**config.mk**
```make
export PLATFORM = sky130hd
export DESIGN_NAME = pass_through_pipe
export DESIGN_NICKNAME = d
export VERILOG_FILES = /design/src/rtl/pass_through_pkg.sv /design/src/rtl/pass_through_fill.sv /design/src/rtl/pass_through_pipe.sv
export SDC_FILE = /design/constraint.sdc
export NUM_CORES = 1
export LEC_CHECK = 0
export ABC_CLOCK_PERIOD_IN_PS = 3080
export BUFFER_PORTS_ARGS = -buffer_cell sky130_fd_sc_hd__buf_2
export CORE_MARGIN = 8
export CORE_UTILIZATION = 39
export CTS_CLUSTER_DIAMETER = 80
export CTS_CLUSTER_SIZE = 40
export DETAILED_ROUTE_END_ITERATION = 8
export PLACE_DENSITY = 0.75
export SLEW_MARGIN = 20
export SYNTH_ARGS = -nofsm -noshare
export SYNTH_HDL_FRONTEND = slang
export SYNTH_SLANG_ARGS = --single-unit
```
**constraint.sdc**
```tcl
create_clock -name clk -period 3.08 [get_ports clk]
set_input_delay 0.616 -clock clk [delete_from_list [all_inputs] [get_ports clk]]
set_output_delay 0.616 -clock clk [all_outputs]
set_load 0.02 [all_outputs]
```
**src/rtl/pass_through_pkg.sv**
```systemverilog
// Shared types for the width-adapting pass-through pipe.
package pass_through_pkg;

   typedef enum logic [1:0] {
      FM_PASS  = 2'b00,
      FM_ZEROS = 2'b01,
      FM_ONES  = 2'b10,
      FM_REPL  = 2'b11
   } fill_mode_e;

endpackage

```
**src/rtl/pass_through_fill.sv**
```systemverilog
// Combinational expander: widens a narrow word to WIDTH bits according to the fill mode.
module pass_through_fill
   import pass_through_pkg::*;
#(
   parameter int WIDTH      = 40,
   parameter int IN_WIDTH   = 2,
   parameter int SIGNED_EXT = 0
) (
   input  logic [IN_WIDTH-1:0] inp,
   input  fill_mode_e          mode,
   output logic [WIDTH-1:0]    out
);

   logic [WIDTH-1:0] ext;

   // Equal widths need no extension; a zero-count replication is illegal.
   generate
      if (IN_WIDTH == WIDTH) begin : g_no_ext
         assign ext = inp;
      end else begin : g_ext
         logic fill_bit;
         assign fill_bit = (SIGNED_EXT != 0) ? inp[IN_WIDTH-1] : 1'b0;
         assign ext      = {{(WIDTH-IN_WIDTH){fill_bit}}, inp};
      end
   endgenerate

   always_comb begin
      out = '0;
      case (mode)
         FM_PASS:  out = ext;
         FM_ZEROS: out = '0;
         FM_ONES:  out = '1;
         FM_REPL:  out = {WIDTH{inp[0]}};
         default:  out = '0;
      endcase
   end

endmodule

```
**src/rtl/pass_through_pipe.sv**
```systemverilog
// Buffered width-adapting register slice: expands narrow words at write time into a DEPTH-entry FIFO.
module pass_through_pipe
   import pass_through_pkg::*;
#(
   parameter int WIDTH      = 40,
   parameter int IN_WIDTH   = 2,
   parameter int DEPTH      = 2,
   parameter int SIGNED_EXT = 0
) (
   input  logic                         clk,
   input  logic                         rst,
   input  logic                         in_valid,
   output logic                         in_ready,
   input  logic [IN_WIDTH-1:0]          in_data,
   input  logic [1:0]                   in_mode,
   output logic                         out_valid,
   input  logic                         out_ready,
   output logic [WIDTH-1:0]             out_data,
   output logic [$clog2(DEPTH+1)-1:0]   count
);

   localparam int CW = $clog2(DEPTH+1);
   localparam int PW = (DEPTH > 1) ? $clog2(DEPTH) : 1;
   localparam logic [CW-1:0] FULL_CNT = CW'(DEPTH);
   localparam logic [PW-1:0] LAST_PTR = PW'(DEPTH-1);

   logic [WIDTH-1:0] mem_q [DEPTH];
   logic [WIDTH-1:0] mem_d [DEPTH];
   logic [PW-1:0]    wr_ptr_q, wr_ptr_d;
   logic [PW-1:0]    rd_ptr_q, rd_ptr_d;
   logic [CW-1:0]    count_q, count_d;
   logic [WIDTH-1:0] last_q, last_d;
   logic [WIDTH-1:0] fill_data;
   logic             push, pop;

   // Explicit compare keeps non-power-of-two depths wrapping correctly.
   function automatic logic [PW-1:0] next_ptr(input logic [PW-1:0] p);
      return (p == LAST_PTR) ? '0 : p + PW'(1);
   endfunction

   pass_through_fill #(
      .WIDTH      (WIDTH),
      .IN_WIDTH   (IN_WIDTH),
      .SIGNED_EXT (SIGNED_EXT)
   ) u_fill (
      .inp  (in_data),
      .mode (fill_mode_e'(in_mode)),
      .out  (fill_data)
   );

   assign in_ready  = (count_q != FULL_CNT);
   assign out_valid = (count_q != '0);
   assign count     = count_q;
   // Once drained, the last popped word stays visible instead of stale storage.
   assign out_data  = out_valid ? mem_q[rd_ptr_q] : last_q;

   always_comb begin
      push     = in_valid && in_ready;
      pop      = out_valid && out_ready;
      mem_d    = mem_q;
      wr_ptr_d = wr_ptr_q;
      rd_ptr_d = rd_ptr_q;
      count_d  = count_q;
      last_d   = last_q;
      if (push) begin
         mem_d[wr_ptr_q] = fill_data;
         wr_ptr_d        = next_ptr(wr_ptr_q);
      end
      if (pop) begin
         last_d   = mem_q[rd_ptr_q];
         rd_ptr_d = next_ptr(rd_ptr_q);
      end
      case ({push, pop})
         2'b10:   count_d = count_q + CW'(1);
         2'b01:   count_d = count_q - CW'(1);
         default: count_d = count_q;
      endcase
   end

   always_ff @(posedge clk or posedge rst) begin
      if (rst) begin
         for (int i = 0; i < DEPTH; i++) mem_q[i] <= '0;
         wr_ptr_q <= '0;
         rd_ptr_q <= '0;
         count_q  <= '0;
         last_q   <= '0;
      end else begin
         mem_q    <= mem_d;
         wr_ptr_q <= wr_ptr_d;
         rd_ptr_q <= rd_ptr_d;
         count_q  <= count_d;
         last_q   <= last_d;
      end
   end

endmodule
```
==> impl_metrics.env <==
export IMPL_status="finished clean"
export IMPL_drcViolationCount=0
export IMPL_period_share_pct=74.8
export IMPL_tns_ns=0
export IMPL_antenna_cells=0
export IMPL_portBuffers=51
export IMPL_seq_area_frac_synth_pct=35.0
export IMPL_grtUsageTotal_pct=7.46
export IMPL_clkSinkCount=13
export IMPL_io_pins=52
export IMPL_critPathMaxFanout=38
export IMPL_synth_top_cell_area_share_pct=35.0
export IMPL_holdWs_ns=0.351
export IMPL_max_freq_mhz=434
export IMPL_ant_nets=0
export IMPL_antenna_found_initial=0
export IMPL_syn_area_um2=928
export IMPL_synthDistinctLibCells=21
export IMPL_cts_tree="built"
export IMPL_drv_slew=0
export IMPL_cp_required_ns=2.46
export IMPL_cts_root_buf="clkbuf_4"
export IMPL_critPathMaxStageDelay_ns=0.46
export IMPL_worst_slew_pin_slew_ns=0.496
export IMPL_final_common_cell="buf_2"
export IMPL_cts_resized=0
export IMPL_wirelength_um=1610
export IMPL_clk_pin_slew_ns=0.08
export IMPL_slew_headroom_pct=66.9
export IMPL_finalSetupViolCount=0
export IMPL_row_count=17
export IMPL_floorplan_initialDensity_pct=41.6
export IMPL_reg2reg_to="count[1]"
export IMPL_die_w_um=64.8
export IMPL_hold_buffers=0
export IMPL_grt_max_degree=39
export IMPL_r2r_slack_ns=1.50
export IMPL_path_depth=4
export IMPL_htreeDepth=1
export IMPL_yosys_warnings=0
export IMPL_crit_path_cell_trace="or2_1, a21oi_2, buf_4, buf_2"
export IMPL_start_kind="flip-flop"
export IMPL_clk_path_buf_depth=2
export IMPL_finalWeightedCongestion=0.657
export IMPL_rsz0062_at_grt="no"
export IMPL_synthCells=95
export IMPL_finalHoldViolations=0
export IMPL_syn_nets=104
export IMPL_critical_path_top_delay_family="flip-flops"
export IMPL_avgSynthCellArea_um2=9.77
export IMPL_syn_to_final_growth_pct=4.45
export IMPL_cp_slowest_cell="dfrtp_1"
export IMPL_clkLatencyLatePin_ns=0.27
export IMPL_final_nets=122
export IMPL_r2r_cells=5
export IMPL_cap_violations=0
export IMPL_crit_path_end="out_data[20]"
export IMPL_min_path_type="in2async"
export IMPL_grt_pass1_vias=589
export IMPL_drive_above_1_share_pct=56.3
export IMPL_crit_buf_inv=2
export IMPL_path_class="reg2out"
export IMPL_post_cts_buffers=0
export IMPL_design_die_area_mm2=0.00420
export IMPL_num_vias=616
export IMPL_crit_path_start="count[1]"
export IMPL_avgViaCountPerCell=4.40
export IMPL_grt_first_pass_wirelength_um=2540
export IMPL_synth_area_leaders="dfrtp_1, buf_4, mux2_4"
export IMPL_coreArea_mm2=0.00223
export IMPL_fin_skew_ns=0.00478
export IMPL_fin_ws_ns=0.776
export IMPL_yosysTopAreaCell="dfrtp_1"
export IMPL_place_hpwl_um=1380
export IMPL_gr_total_overflow=0
export IMPL_ys_seq_elements=13
export IMPL_fin_crit_ns=2.30
export IMPL_fp_dieH_um=64.8
export IMPL_firstDrtPassIters=4
export IMPL_place_ws_ns=1.05
export IMPL_reg2reg_from="count[1]"
export IMPL_cts_buffers=3
export IMPL_endpoint_kind="output pin"
export IMPL_arrival_ns=1.69
export IMPL_final_cell_mix="buf_2, dfrtp_1, nor2_1, nand2_1, o21ai_0"
export IMPL_wl_per_cell_um=11.5
export IMPL_drt_iter0_drc=6
-- worst register-to-register path: stages (launching register included) --
cell and delay, ns:
dfrtp_1 0.46, o21ai_2 0.32, inv_1 0.09, ha_1 0.33, nor2_1 0.13, xor2_1 0.17
-- Yosys cell counts --
cell and number:
and3b_4 1, o21ai_2 1, ha_1 1, buf_4 37, xnor2_1 4, mux2_1 3
mux2i_1 3, nor2_1 6, buf_2 1, mux2_4 3, or2_1 1, nand2_1 5
inv_1 3, clkbuf_1 1, xor2_1 1, a21oi_1 3, nand2b_4 1, dfrtp_1 13
a21boi_0 1, o21ai_0 5, nand3_2 1
-- final cells by class --
class	count	area, um^2
multi-input combinational	40	309
clock buffer	4	26.3
sequential	13	325
inverter	3	11.3
tap	28	35.0
fill	201	1260
timing repair buffer	52	263
-- how the worst min path moves through the flow --
stage                   start        end  slack, ns  depth (start not counted)
floorplan           last_q[0]  last_q[0]       0.45                          2
global placement    last_q[0]  last_q[0]       0.46                          2
detailed placement  last_q[0]  last_q[0]       0.47                          2
CTS                       rst  last_q[1]       0.36                          2
global route              rst   wr_ptr_q       0.40                          2
finish                    rst   count[0]       0.35                          2
-- metal layers --
metal	vias up	wire length, um	global-route usage [%]
li1	300	-	-
met1	263	620	7.54
met2	49	566	10.7
met3	4	382	4.98
met4	0	41	5.72
met5	-	0	0
-- cells by family (layout without fill, tap and decap cells) --
family | after synthesis | in the layout | synth area share (%)
AOI/OAI and AO/OA | 10 | 10 | 6.06
xor gates and xnor gates | 5 | 5 | 4.72
adders and majority gates | 1 | 1 | 1.35
buffers and inverters | 42 | 59 | 32.1
DFF | 13 | 13 | 35.0
muxes | 9 | 9 | 11.7
and+or+nand+nor | 15 | 15 | 9.03
-- sequential cells by signal, summed over array words and instances, names as in the netlist --
name      count
rd_ptr_q      1
mem_q         6
count         2
last_q        3
wr_ptr_q      1
-- per-stage QoR --
stage	instance area (um^2)	util [%]	instances
after floorplan	932	-	95
after global placement	943	42.2	136
after detailed placement	943	42.2	136
after CTS	970	43.4	140
after global routing	970	43.4	140
final	970	43.4	140
Power is left out: the tool's default activity adds up to more than one toggle a clock period on the data nets, which glitch-free logic cannot reach.
